### config.mk
export PLATFORM = sky130hd
export DESIGN_NAME = muldiv_unit
export DESIGN_NICKNAME = d
export VERILOG_FILES = /design/src/rtl/muldiv_unit.sv
export SDC_FILE = /design/constraint.sdc
export NUM_CORES = 1
export LEC_CHECK = 0
export CAP_MARGIN = 5
export CORE_ASPECT_RATIO = 0.5
export CORE_UTILIZATION = 50
export CTS_CLUSTER_SIZE = 20
export DETAILED_ROUTE_END_ITERATION = 8
export GPL_ROUTABILITY_DRIVEN = 1
export GPL_TIMING_DRIVEN = 0
export HOLD_SLACK_MARGIN = 0.1
export PLACE_DENSITY = 0.83
export SLEW_MARGIN = 20
export SYNTH_ARGS = -nofsm -noshare
export SYNTH_HDL_FRONTEND = slang
export SYNTH_SLANG_ARGS = --single-unit
### constraint.sdc
create_clock -name clk -period 3.45 [get_ports clk]
set_input_delay 0.69 -clock clk [delete_from_list [all_inputs] [get_ports clk]]
set_output_delay 0.69 -clock clk [all_outputs]
set_load 0.05 [all_outputs]
### src/rtl/muldiv_unit.sv
// Iterative unsigned multiply/divide unit with register-file writeback port.
// One product or quotient bit is resolved per clock; results are written back from DONE.
module muldiv_unit #(
    parameter int n = 16,
    parameter int r = 3
) (
    input  logic         clk,
    input  logic         reset_n,
    input  logic         start,
    input  logic [1:0]   op,
    input  logic [n-1:0] a,
    input  logic [n-1:0] b,
    input  logic [r-1:0] dst,
    output logic         busy,
    output logic         done,
    output logic         we,
    output logic [r-1:0] wa,
    output logic [n-1:0] wd
);

    localparam int CW = $clog2(n + 1);

    typedef enum logic [1:0] {
        IDLE,
        RUN,
        DONE
    } state_t;

    state_t         r_state;
    state_t         w_stateNext;
    logic [CW-1:0]  r_cnt;
    logic [1:0]     r_op;
    logic [n-1:0]   r_b;
    logic [r-1:0]   r_dst;
    logic [2*n-1:0] r_acc;
    logic           r_busy;
    logic           r_done;
    logic           r_we;
    logic [r-1:0]   r_wa;
    logic [n-1:0]   r_wd;

    logic           w_accept;
    logic           w_lastIter;
    logic [n-1:0]   w_addend;
    logic [n:0]     w_sum;
    logic [n:0]     w_shifted;
    logic           w_fits;
    logic [n-1:0]   w_diff;
    logic [2*n-1:0] w_accNext;
    logic [n-1:0]   w_result;

    always_comb begin
        w_accept    = start && (r_state != RUN);
        w_lastIter  = (r_state == RUN) && (r_cnt == CW'(n - 1));
        w_stateNext = r_state;
        case (r_state)
            IDLE:    if (w_accept) w_stateNext = RUN;
            RUN:     if (w_lastIter) w_stateNext = DONE;
            DONE:    w_stateNext = w_accept ? RUN : IDLE;
            default: w_stateNext = IDLE;
        endcase
    end

    // Multiply keeps {partial product, multiplier} and shifts right; divide keeps
    // {remainder, dividend/quotient} and shifts left. A zero divisor always "fits",
    // which naturally yields an all-ones quotient and a remainder equal to a.
    always_comb begin
        w_addend  = r_acc[0] ? r_b : '0;
        w_sum     = {1'b0, r_acc[2*n-1:n]} + {1'b0, w_addend};
        w_shifted = {r_acc[2*n-1:n], r_acc[n-1]};
        w_fits    = w_shifted >= {1'b0, r_b};
        w_diff    = w_shifted[n-1:0] - r_b;
        if (!r_op[1]) begin
            w_accNext = {w_sum, r_acc[n-1:1]};
        end else if (w_fits) begin
            w_accNext = {w_diff, r_acc[n-2:0], 1'b1};
        end else begin
            w_accNext = {r_acc[2*n-2:0], 1'b0};
        end
        w_result = r_op[0] ? w_accNext[2*n-1:n] : w_accNext[n-1:0];
    end

    always_ff @(posedge clk) begin
        if (!reset_n) begin
            r_state <= IDLE;
            r_cnt   <= '0;
            r_op    <= '0;
            r_b     <= '0;
            r_dst   <= '0;
            r_acc   <= '0;
            r_busy  <= 1'b0;
            r_done  <= 1'b0;
            r_we    <= 1'b0;
            r_wa    <= '0;
            r_wd    <= '0;
        end else begin
            r_state <= w_stateNext;
            r_busy  <= (w_stateNext == RUN);
            r_done  <= w_lastIter;
            r_we    <= w_lastIter && (r_dst != '0);
            r_wa    <= w_lastIter ? r_dst : '0;
            r_wd    <= w_lastIter ? w_result : '0;
            if (w_accept) begin
                r_op  <= op;
                r_b   <= b;
                r_dst <= dst;
                r_acc <= {{n{1'b0}}, a};
                r_cnt <= '0;
            end else if (r_state == RUN) begin
                r_acc <= w_accNext;
                r_cnt <= r_cnt + CW'(1);
            end
        end
    end

    assign busy = r_busy;
    assign done = r_done;
    assign we   = r_we;
    assign wa   = r_wa;
    assign wd   = r_wd;

endmodule

==> metrics.csv <==
stage,metric,value,unit
status,status,completed,
clock_tree,postCtsHoldBufs,0,
sta,period_needed,3371,ps
power_and_ir_drop,powerDensity,435.2,nW/um^2
worst_setup_path,crit_family,compound AO/OA/AOI/OAI gates,
yosys,synth-main-ff-cell,dfxtp_1,
sta,hold-worst-slack,481.6,ps
worst_setup_path,critPathSlowestCell,fa_1,
layout,areaGrowthSynthToFinish,21.01,%
layout,nFillCells,865,
floorplan,die_w,147.9,microns
sta,max-slew-margin-rel,43.42,%
clock_tree,clockBufferDepth,2,
worst_setup_path,cp_data_arrival_time,3570,ps
sta,fin_tns_setup,0,ps
yosys,ys_seq_area_share,30.83,%
power_and_ir_drop,p_leak,2.752,nW
worst_setup_path,path_class,flip-flop to flip-flop,
yosys,ys_top_cells_by_count,"106 x nand2_1, 82 x dfxtp_1, 39 x mux2i_1",
global_routing,overflow,0,
floorplan,fp-row-count,26,
worst_setup_path,crit_chain,"and2_1, ha_1, fa_1, a211o_1, o211ai_1, a21oi_1, a211oi_1, xor2_1, nor2_1, a211oi_1, a211oi_1",
clock_tree,postCtsSetupBuffers,0,
routing,ant_nets,0,
clock_tree,cts_max_level,3,
sta,worst_pin_slew,848.6,ps
sta,hold_viol,0,
placement,hpwl,11420,microns
worst_setup_path,critPathMaxFanout,18,
yosys,synth_top_area_share,30.83,%
sta,setup-violations-final,0,
routing,drc,0,
yosys,ys_types,57,
placement,io_buffer_count,60,
routing,drtIter0Drc,527,
power_and_ir_drop,vdd_drop_max,276.9,uV
yosys,syn_inst,648,
worst_setup_path,cp.required,3650,ps
yosys,synth_area_leader_cell,dfxtp_1,
yosys,synth_edf_count,0,
sta,min_period_over_period,97.72,%
clock_tree,cts_tree,built,
yosys,syn_area_per_cell,8.216,sq um
clock_tree,clock-sinks,82,
global_routing,grt_util_all_layers,28.57,%
clock_tree,cts_root_buffer,clkbuf_16,
routing,dr_total_vias,5118,
routing,dr.pass1.iters,6,
routing,avgViaCountPerCell,5.930,
floorplan,num_io_pins,62,
floorplan,dieArea,11090,sq um
yosys,ys_seq_elements,82,
layout,nets,794,
yosys,yosysMostFrequentCell,nand2_1,
yosys,synthesis.nets,724,
worst_setup_path,start_kind,flip-flop,
global_routing,antenna_found_initial,0,
routing,post_drt_wl_per_cell,17.76,microns
yosys,ys_warn_count,0,
sta,grt_setup_unrepaired,no,
layout,diodes,0,
clock_tree,cts_buffers,9,
clock_tree,clk_latency,350,ps
flow_run,drv_cap,0,
sta,timing.final.ws_setup,78.73,ps
floorplan,initial_core_util,51.79,%
worst_setup_path,cp-end-kind,flip-flop,
layout,drive_gt1_share,3.873,%
clock_tree,clk_pin_slew_worst_paths,70,ps
worst_setup_path,path_common_cell,a211oi_1,
placement,pre_cts_slack,-40.11,ps
worst_setup_path,path_buf_inv,0,
worst_setup_path,cp_slowest_stage_delay,460,ps
min_path,hold_class,flip-flop to flip-flop,
yosys,yosys-top-cells-area,"dfxtp_1 31%, ha_1 8.0%, nand2_1 7.5%, mux2i_1 7.3%, a21boi_0 3.4%",
yosys,syn_area,5324,sq um
sta,drv_slew,0,
global_routing,grt_pass1_vias,4723,
placement,gp_congestion,0.9298,
floorplan,fp.dieH,74.97,microns
global_routing,grt_max_degree,19,
routing,finalWirelength,15320,microns
layout,final_util,62.67,%
floorplan,core,10280,sq um
global_routing,grt_pass1_wl,24070,microns
sta,fin_worst_skew,7.319,ps
yosys,async_reset_ff_share,0,%
sta,max_clock_freq,296.6,MHz
==> state kept, by name, summed over array words and instances, names as in the netlist <==
register and cells:
wa 3, r_acc 32, r_dst 3, r_b 16, busy 1, r_cnt 5
we 1, wd 16, r_op 2, done 1, r_state 2
==> per-layer routing <==
metal | vias up | part of all wire (%) | routed length, microns | global-route usage, %
met3 | 35 | 11 | 1619 | 7.818
met2 | 255 | 42 | 6475 | 44.29
li1 | 2442 | - | - | -
met5 | - | 0 | 0 | 0
met1 | 2386 | 45 | 6952 | 38.70
met4 | 0 | 1.8 | 276 | 9.966
==> final cells by class <==
| cell class | instances | area, sq um | share of cell area [%] |
|---|---|---|---|
| Clock buffer | 11 | 242.7 | 3.768 |
| Inverter | 28 | 105.1 | 1.631 |
| Tap cell | 140 | 175.2 | 2.719 |
| Timing Repair Buffer | 60 | 600.6 | 9.322 |
| Multi-Input combinational cell | 503 | 3441 | 53.41 |
| Clock inverter | 5 | 85.08 | 1.321 |
| Buffer | 34 | 150.1 | 2.331 |
| Sequential cell | 82 | 1643 | 25.50 |
==> cells by family after synthesis <==
kind of cell / count (synthesis) / synth area share, %
AOI/OAI and AO/OA: 159 / 21.13
xor gates and xnor gates: 24 / 3.948
muxes: 50 / 9.730
adders and majority gates: 36 / 8.743
DFF: 82 / 30.83
buffers and inverters: 63 / 4.865
and+or+nand+nor: 234 / 20.75
==> worst reg2reg max path, stage by stage, from the launching register on <==
cell	delay [ps]
dfxtp_2	440
and2_1	200
ha_1	210
fa_1	460
a211o_1	300
o211ai_1	180
a21oi_1	210
a211oi_1	350
xor2_1	330
nor2_1	70
a211oi_1	380
a211oi_1	100
==> layout by cell type, fill, tap and decap left out, drive strengths merged, types with 3 or more instances in the layout <==
master,synthesis,routed
nor2,34,34
dfxtp,82,82
a21boi,31,31
nand3,12,12
o211a,4,4
buf,5,5
clkdlybuf4s50,0,60
o22ai,7,7
mux2i,39,39
mux2,11,11
o211ai,5,5
nor3,7,7
inv,28,30
and3,22,22
o221ai,4,4
ha,34,34
a21oi,34,34
nand4,6,6
a21o,12,12
xor2,12,12
a311o,3,3
xnor2,12,12
o21ai,12,12
nand2b,7,7
a211o,4,4
nor2b,5,5
clkbuf,30,40
and2,25,25
a211oi,22,22
o21a,6,6
nand2,106,106
a221oi,3,3
==> report_power, final <==
group          switching [W]  internal (W)
clock               0.000418      0.000660
combinational       0.000391      0.000301
sequential         0.0000459      0.000989
total               0.000855       0.00195
==> worst paths after layout <==
check / from / endpoint / slack [ps] / cells after the start
min reg2reg: r_dst[1]$_SDFFE_PN0P_ / wa[1]$_SDFF_PN0_ / 480 / 1
max: r_acc[0]$_SDFFE_PN0P_ / wd[9]$_SDFF_PN0_ / 80 / 11
max reg2reg: r_acc[0]$_SDFFE_PN0P_ / wd[9]$_SDFF_PN0_ / 80 / 11
min: r_dst[1]$_SDFFE_PN0P_ / wa[1]$_SDFF_PN0_ / 480 / 1
==> timing repair <==
| action | 4_1_cts | 5_1_grt |
|---|---|---|
| pin swaps | 0 | 0 |
| setup endpoints to repair | 4 | 9 |
| gates cloned | 0 | 0 |
| endpoints found under the hold margin | 0 | 0 |
| resized for setup | 0 | 3 |
==> stage by stage <==
step	area, sq um	cells	total power, W
floorplan	5324	648	0.001511
global placement	6100	848	0.001693
detailed placement	6100	848	0.001709
CTS	6424	863	0.002768
global route	6442	863	0.002909
finish	6442	863	0.002804
Note: power is estimated with default switching activity, not from simulation.
